`src/rtl/ram_stream_reader_pkg.sv`:
```
// Shared definitions for the grid RAM stream blocks: default RAM geometry
// and the reader FSM state encoding.
package ram_stream_reader_pkg;

  localparam int DEF_DATA_WIDTH    = 16;
  localparam int DEF_DEPTH         = 16;
  localparam int DEF_ADDRESS_WIDTH = 4;

  typedef enum logic [1:0] {
    IDLE  = 2'd0,
    RUN   = 2'd1,
    DRAIN = 2'd2,
    DONE  = 2'd3
  } reader_state_t;

endpackage

```
`src/rtl/ram_stream_reader_sync_fifo.sv`:
```
// Small register-based synchronous FIFO with occupancy count; depth need not
// be a power of two. Storage clears on reset so the head reads 0 when idle.
module sync_fifo #(
  parameter int DATA_WIDTH = 16,
  parameter int SKID_DEPTH = 4,
  localparam int PW = (SKID_DEPTH > 1) ? $clog2(SKID_DEPTH) : 1,
  localparam int CW = $clog2(SKID_DEPTH + 1)
) (
  input  logic                  clk,
  input  logic                  rst,
  input  logic                  push,
  input  logic [DATA_WIDTH-1:0] push_data,
  input  logic                  pop,
  output logic [DATA_WIDTH-1:0] pop_data,
  output logic [CW-1:0]         count,
  output logic                  empty,
  output logic                  full
);

  localparam logic [PW-1:0] LAST_PTR = PW'(SKID_DEPTH - 1);
  localparam logic [CW-1:0] FULL_CNT = CW'(SKID_DEPTH);

  logic [DATA_WIDTH-1:0] mem_q [SKID_DEPTH];
  logic [PW-1:0]         wr_ptr_q, rd_ptr_q;
  logic [CW-1:0]         count_q;
  logic                  push_en, pop_en;

  assign empty    = (count_q == '0);
  assign full     = (count_q == FULL_CNT);
  assign count    = count_q;
  assign pop_data = mem_q[rd_ptr_q];
  assign push_en  = push & ~full;
  assign pop_en   = pop & ~empty;

  generate
    for (genvar gi = 0; gi < SKID_DEPTH; gi++) begin : g_entry
      always_ff @(posedge clk or posedge rst) begin
        if (rst) begin
          mem_q[gi] <= '0;
        end else if (push_en && wr_ptr_q == PW'(gi)) begin
          mem_q[gi] <= push_data;
        end
      end
    end
  endgenerate

  always_ff @(posedge clk or posedge rst) begin
    if (rst) begin
      wr_ptr_q <= '0;
      rd_ptr_q <= '0;
      count_q  <= '0;
    end else begin
      if (push_en) wr_ptr_q <= (wr_ptr_q == LAST_PTR) ? '0 : wr_ptr_q + 1'b1;
      if (pop_en)  rd_ptr_q <= (rd_ptr_q == LAST_PTR) ? '0 : rd_ptr_q + 1'b1;
      case ({push_en, pop_en})
        2'b10:   count_q <= count_q + 1'b1;
        2'b01:   count_q <= count_q - 1'b1;
        default: count_q <= count_q;
      endcase
    end
  end

endmodule

```
`src/rtl/ram_stream_reader.sv`:
```
// Streaming read engine: sweeps a wrap-around RAM address range, absorbs the
// one-cycle registered read latency and emits words as a valid/ready stream.
module ram_stream_reader
  import ram_stream_reader_pkg::*;
#(
  parameter int DATA_WIDTH    = DEF_DATA_WIDTH,
  parameter int DEPTH         = DEF_DEPTH,
  parameter int ADDRESS_WIDTH = DEF_ADDRESS_WIDTH,
  parameter int SKID_DEPTH    = 4
) (
  input  logic                     clk,
  input  logic                     rst,
  input  logic                     start,
  input  logic [ADDRESS_WIDTH-1:0] base_addr,
  input  logic [ADDRESS_WIDTH:0]   length,
  output logic [ADDRESS_WIDTH-1:0] read_address,
  input  logic [DATA_WIDTH-1:0]    ram_data,
  output logic [DATA_WIDTH-1:0]    out_data,
  output logic                     out_valid,
  input  logic                     out_ready,
  output logic                     busy,
  output logic                     done
);

  localparam int CW = $clog2(SKID_DEPTH + 1);
  localparam logic [ADDRESS_WIDTH-1:0] LAST_ADDR = ADDRESS_WIDTH'(DEPTH - 1);
  localparam logic [CW:0]              SKID_LIM  = (CW + 1)'(SKID_DEPTH);

  reader_state_t state_q, state_d;

  logic [ADDRESS_WIDTH-1:0] addr_q;
  logic [ADDRESS_WIDTH:0]   length_q, issued_q, accepted_q;
  logic                     rd_valid_q;
  logic                     issue, accept_cmd, pop, issue_ok;
  logic [CW-1:0]            fifo_count;
  logic                     fifo_empty, fifo_full;
  logic [CW:0]              load;

  // Data already requested from the RAM counts against FIFO space, so a
  // stalled sink can never cause an overflow.
  assign load     = {1'b0, fifo_count} + {{CW{1'b0}}, rd_valid_q};
  assign issue_ok = (load < SKID_LIM) && !fifo_full;
  assign pop      = out_valid & out_ready;

  assign read_address = addr_q;
  assign out_valid    = ~fifo_empty;
  assign busy         = (state_q != IDLE);
  assign done         = (state_q == DONE);

  always_ff @(posedge clk or posedge rst) begin
    if (rst) state_q <= IDLE;
    else     state_q <= state_d;
  end

  always_comb begin
    state_d    = state_q;
    issue      = 1'b0;
    accept_cmd = 1'b0;
    case (state_q)
      IDLE: begin
        if (start) begin
          accept_cmd = 1'b1;
          state_d    = (length == '0) ? DONE : RUN;
        end
      end
      RUN: begin
        if (issue_ok) begin
          issue = 1'b1;
          if (issued_q + 1'b1 == length_q) state_d = DRAIN;
        end
      end
      DRAIN: begin
        if (pop && (accepted_q + 1'b1 == length_q)) state_d = DONE;
      end
      default: state_d = IDLE;
    endcase
  end

  always_ff @(posedge clk or posedge rst) begin
    if (rst) begin
      addr_q     <= '0;
      length_q   <= '0;
      issued_q   <= '0;
      accepted_q <= '0;
      rd_valid_q <= 1'b0;
    end else begin
      rd_valid_q <= issue;
      if (accept_cmd) begin
        addr_q     <= base_addr;
        length_q   <= length;
        issued_q   <= '0;
        accepted_q <= '0;
      end else begin
        if (issue) begin
          addr_q   <= (addr_q == LAST_ADDR) ? '0 : addr_q + 1'b1;
          issued_q <= issued_q + 1'b1;
        end
        if (pop) accepted_q <= accepted_q + 1'b1;
      end
    end
  end

  sync_fifo #(
    .DATA_WIDTH(DATA_WIDTH),
    .SKID_DEPTH(SKID_DEPTH)
  ) u_fifo (
    .clk      (clk),
    .rst      (rst),
    .push     (rd_valid_q),
    .push_data(ram_data),
    .pop      (pop),
    .pop_data (out_data),
    .count    (fifo_count),
    .empty    (fifo_empty),
    .full     (fifo_full)
  );

endmodule

```
`config.mk`:
```
export PLATFORM = sky130hd
export DESIGN_NAME = ram_stream_reader
export DESIGN_NICKNAME = d
export VERILOG_FILES = /design/src/rtl/ram_stream_reader_pkg.sv /design/src/rtl/ram_stream_reader_sync_fifo.sv /design/src/rtl/ram_stream_reader.sv
export SDC_FILE = /design/constraint.sdc
export NUM_CORES = 1
export LEC_CHECK = 0
export ABC_CLOCK_PERIOD_IN_PS = 4610
export CAP_MARGIN = 20
export CORE_ASPECT_RATIO = 1.4
export CORE_MARGIN = 4
export CORE_UTILIZATION = 45
export CTS_BUF_LIST = sky130_fd_sc_hd__clkbuf_4
export DETAILED_ROUTE_END_ITERATION = 8
export HOLD_SLACK_MARGIN = 0.02
export PLACE_DENSITY = 0.66
export SLEW_MARGIN = 40
export SYNTH_ARGS = -nofsm -noshare
export SYNTH_HDL_FRONTEND = slang
export SYNTH_SLANG_ARGS = --single-unit
```
`constraint.sdc`:
```
create_clock -name clk -period 4.61 [get_ports clk]
set_input_delay 0.922 -clock clk [delete_from_list [all_inputs] [get_ports clk]]
set_output_delay 0.922 -clock clk [all_outputs]
set_load 0.01 [all_outputs]
```
---- Word-level counts from Yosys, hierarchy flattened ----
Index checks and enable logic that the tools add are counted.
storage, ports and cells
  bits in registers ....................... 93
  input bits .............................. 29
  word-level logic and storage cells ...... 85
cells by class
  add/subtract/negate cells ............... 8
  $lt $le $gt $ge ......................... 2
  equal/unequal tests ..................... 17
  mux-type cells .......................... 23
  bitwise logic cells ..................... 6
  reductions and logical operators ........ 16
operator list
  cell                                                        count
  binary-select mux 16 bit (select 2 bit)                     1
  two-way mux 16 bit                                          2
  two-way mux 5 bit                                           4
  two-way mux 2 bit                                           7
  == test 2 bit, second input constant                        6
  two-way mux 4 bit                                           3
  adder 5 x 1 -> 5 bit, second input constant                 2
  == test 5 bit                                               2
  != test 2 bit, second input constant                        4
  nonzero test 2 bit                                          4
  == test 2 x 1 -> 1 bit, second input constant               3
  logical AND 1 bit                                           6
  case mux 2 bit (3 select lines)                             1
  case mux 3 bit (2 select lines)                             1
  zero test 5 bit                                             1
  adder 2 x 1 -> 2 bit, second input constant                 2
  adder 3 x 1 -> 4 bit                                        1
  adder 4 x 1 -> 4 bit, second input constant                 1
  == test 4 bit, second input constant                        1
  zero test 2 bit                                             2
  less-than comparator 4 x 3 -> 1 bit, second input constant  1
  two-way mux 1 bit                                           4
  AND reduction 4 bit                                         1
  adder 3 x 1 -> 3 bit, second input constant                 1
  other kinds (8)                                             11

---- Logic depth before layout (Yosys ltp) ----
  depth after elaboration ................. 7
  mapped depth ............................ 9
  gate-level depth less buffers ........... 9

---- By module ----
From an unflattened synthesis, not the netlist that was laid out.
unflattened totals
  cells, all modules ...................... 338
  area total of the unflattened synthesis .. 4,673.2 µm²
modules (own cells, without submodules)
  module             times used  cells an instance  area each (µm²)  seq. area each (µm²)
  sync_fifo          1           196                3,382.0          1,776.7
  ram_stream_reader  1           142                1,291.2          550.5

---- Worst setup path after synthesis ----
No wires, ideal clock.
  path kind ............................... reg-to-output
  start ................................... register u_fifo.rd_ptr_q[0]
  end ..................................... output port out_data[0]
  arrival time ............................ 1.450 ns
  required time ........................... 3.688 ns
  slack ................................... 2.238 ns
  stages on the path, launching flop included .. 4
  buffers on the path ..................... 2
  cells stage by stage .................... dfrtp_1 > buf_2 > buf_2 > mux4_2
between the ends
  word-level cells in the longest chain between the ends .. 4
RTL lines
  item                                                    line                               RTL
  start: declaration                                      ram_stream_reader_sync_fifo.sv:24  logic [PW-1:0] wr_ptr_q, rd_ptr_q;
  start signal: assignment                                ram_stream_reader_sync_fifo.sv:54  if (pop_en) rd_ptr_q <= (rd_ptr_q == LAST_PTR) ? '0 : rd_ptr_q + 1'b1;
  NOT 2 -> 3 bit (implied by the code)                    ram_stream_reader_sync_fifo.sv:31  assign pop_data = mem_q[rd_ptr_q];
  binary-select mux 16 bit (select 2 bit)                 ram_stream_reader_sync_fifo.sv:31
  two-way mux 16 bit (implied by the code) (2 in series)  ram_stream_reader_sync_fifo.sv:31
  end: declaration                                        ram_stream_reader.sv:18            output logic [DATA_WIDTH-1:0] out_data,
Every way passes these cells. The select of a mux whose other input is x is not followed.

---- Worst setup path in the final report ----
  start ................................... register u_fifo.rd_ptr_q[0]
  end ..................................... output port out_data[14]
The elaborated chain is that of the path after synthesis.

==> run metrics <==
Top Ports=52; clock skew=10.5 ps; Area Growth Syn to Fin=17.1%; number of synthesized flops with an enable pin=0; Synth cell types=43; pwr/cell area=701 nW/um^2; row cnt=42; reg2reg setup slack=2530 ps; HP Start=u_fifo.mem_q[25]; Hold Fails Final Rpt=0; Post-DP Area=5100 sq um; Max Clock Freq=0.304 GHz; vias in the first global route=3008; Max VDD drop=0.000306 V; Crit-path slowest cell=mux4_2; RSZ-0062 raised after global routing=false; Synth area leader=dfrtp_1; Tcrit/Tclk final=71.3%; Post-Syn Instances=338; Post-Synthesis Cell Area=4480 sq um; clock share of power=12.0%; Resized cells post-CTS=0; min cycle time layout=3280 ps; worst hold path class=reg2reg; Synth top area share=52.0%; vias=2785; placer's final routability congestion estimate=0.771; share of cells above drive strength 1=28.5%; max-cap viol count=0; total CTS buffers=9; worst slew pin tran=576 ps; Pint=2.42 mW; Routed wire per std cell=16.0 um; CTS Buffer Depth=2; register area share after synthesis=52.0%; CP arrival=2360 ps; initial drt markers=91; Min Hold Slack=515 ps; number of port buffers=51; Worst-Skew Late Latency=450 ps; TritonRoute pass-1 iters=5; Setup Slack @ Placement=1740 ps; CTS Root Cell=clkbuf_4; CP cell instances=buf_4, mux4_2, clkdlybuf4s50_1; clock tree from TritonCTS=yes; post-cts hold buffer count=0; Worst setup SP type=flop; H-tree depth=3; total net switching power=1.25 mW; WHS Endpoint=u_fifo.mem_q[25]; DP Wirelength=5960 um; Critical Path Sink Type=primary output; relative slew slack=61.6%; Synth Register Bits=93; first-pass GRT wire length=14400 um; clock sinks=93; WHS Path Cells=1; Die H=126 um; core area=9620 sq um; Synth Flop Type=dfrtp_1; post-synth net total=381; CP Buf/Inv Count=2; Global Route Usage Sum=15.8%; Sequential Power Share=41.4%; antenna-violating nets left=0; FF-to-FF path depth=9; final worst setup slack=1330 ps; R2R Path End=u_fifo.count[2]; delay-heaviest family, CP=buffers and inverters; postcts setup bufs=0; drc violations=0; outcome=finished clean; Comb pwr share=46.5%; Syn. warnings=0; Nets=434; Area contributors post-synth=dfrtp_1 (52%), mux2_2 (16%), mux4_2 (8.0%); CP peak stage delay=550 ps; starting density of the core=46.6%; Layout Cell Area excl Fill=5250 sq um; Critical Path RT=3690 ps; die span in x=92.3 um; pin count of the biggest net entering global routing=41; grt total ovfl=0; Mean Syn Cell Area=13.3 sq um; Fin Setup TNS=0 ps; Setup-failing EPs final=0; diode count=0; die area=11600 sq um; Clock transition at path regs=140 ps; initial antenna violation count=0; Sw Ratio=34.1%; CP max FO=13; via/cell ratio=5.27; Post-synth ARST share=100%; Critical R2R Launch=u_fifo.count[0]; Setup CP Type=reg2out; routed wire length=8450 um; max-slew violations=0; Leakage=2.21 nW; final core occ=54.5%
[layer usage]
layer	wire length, um	global-route usage [%]
met2	4440	27.4
met1	3510	18.6
met5	0	0
met4	104	5.77
met3	391	4.30
[kinds of logic (layout without fill, tap and decap cells)]
logic type | count (synthesis) | count (layout) | synth area share (%)
AOI/OAI and AO/OA | 28 | 28 | 4.27
xor gates and xnor gates | 22 | 22 | 4.30
adders and majority gates | 14 | 14 | 4.08
buffers and inverters | 27 | 85 | 2.93
DFF | 93 | 93 | 52.0
muxes | 82 | 82 | 24.6
and+or+nand+nor | 72 | 72 | 7.85
[worst max-delay path by stage]
| stage | cells after the start | startpoint | end | slack [ps] |
|---|---|---|---|---|
| 3_3_place_gp | 9 | out_ready | u_fifo.count[2] | 1800 |
| 5_1_grt | 3 | u_fifo.rd_ptr_q[0] | out_data[14] | 1150 |
| 3_5_place_dp | 9 | out_ready | u_fifo.count[2] | 1740 |
| 2_1_floorplan | 1 | rst | accepted_q[0] | 1270 |
| 6_report | 3 | u_fifo.rd_ptr_q[0] | out_data[14] | 1330 |
| 4_1_cts | 3 | u_fifo.rd_ptr_q[0] | out_data[14] | 1260 |
[placed cells by master (no fill, tap or decap), drive strengths merged]
master / n
a211oi: 1
a21o: 1
a21oi: 7
a311oi: 1
a31oi: 5
and2: 1
and3b: 1
buf: 3
bufinv: 1
clkbuf: 10
clkdlybuf4s50: 51
clkinv: 5
clkinvlp: 2
dfrtp: 93
fa: 1
ha: 13
inv: 13
mux2: 65
mux2i: 1
mux4: 16
nand2: 36
nand3: 3
nand4: 2
nand4b: 1
nor2: 15
nor2b: 3
nor3: 4
nor3b: 1
nor4: 1
o2111ai: 1
o21ai: 8
o22ai: 2
o311ai: 1
o32a: 1
or3: 4
xnor2: 12
xor2: 10
[Yosys cell counts (3+ instances only)]
library cell,number
dfrtp_1,93
mux2_2,63
nand2_1,30
mux4_2,16
nor2_1,15
inv_1,14
ha_1,13
xnor2_1,12
xor2_1,10
o21ai_0,7
a21oi_1,6
buf_2,5
a31oi_1,4
clkbuf_1,4
nand2_2,4
nor3_1,4
buf_6,3
nand3_1,3
nor2b_1,3
[per-stage QoR]
step	cells	power [mW]
floorplan	338	2.67
global placement	512	3.23
detailed placement	512	3.29
CTS	528	3.74
global route	528	3.95
finish	528	3.68
[registers in the layout, summed over array words and instances, names as in the netlist]
register / count
issued_q: 5
u_fifo.count: 3
accepted_q: 5
length_q: 5
u_fifo.rd_ptr_q: 2
u_fifo.wr_ptr_q: 2
read_address: 4
u_fifo.mem_q: 64
state_q: 2
rd_valid_q: 1
[power by group through the flow]
| stage | Clock (mW) | Combinational, mW | Sequential, mW |
|---|---|---|---|
| after floorplan | 0 | 1.25 | 1.42 |
| after global placement | 0 | 1.70 | 1.53 |
| after detailed placement | 0 | 1.74 | 1.55 |
| after CTS | 0.462 | 1.75 | 1.53 |
| after global routing | 0.487 | 1.88 | 1.58 |
| final | 0.442 | 1.71 | 1.52 |
[layout make-up]
cell class / count / area (sq um)
Inverter: 15 / 58.8
Timing Repair Buffer: 54 / 533
Multi-Input combinational cell: 218 / 2020
Clock buffer: 10 / 75.1
Tap cell: 132 / 165
Fill cell: 835 / 4370
Sequential cell: 93 / 2330
Clock inverter: 6 / 63.8
Note: power is estimated with default switching activity, not from simulation.
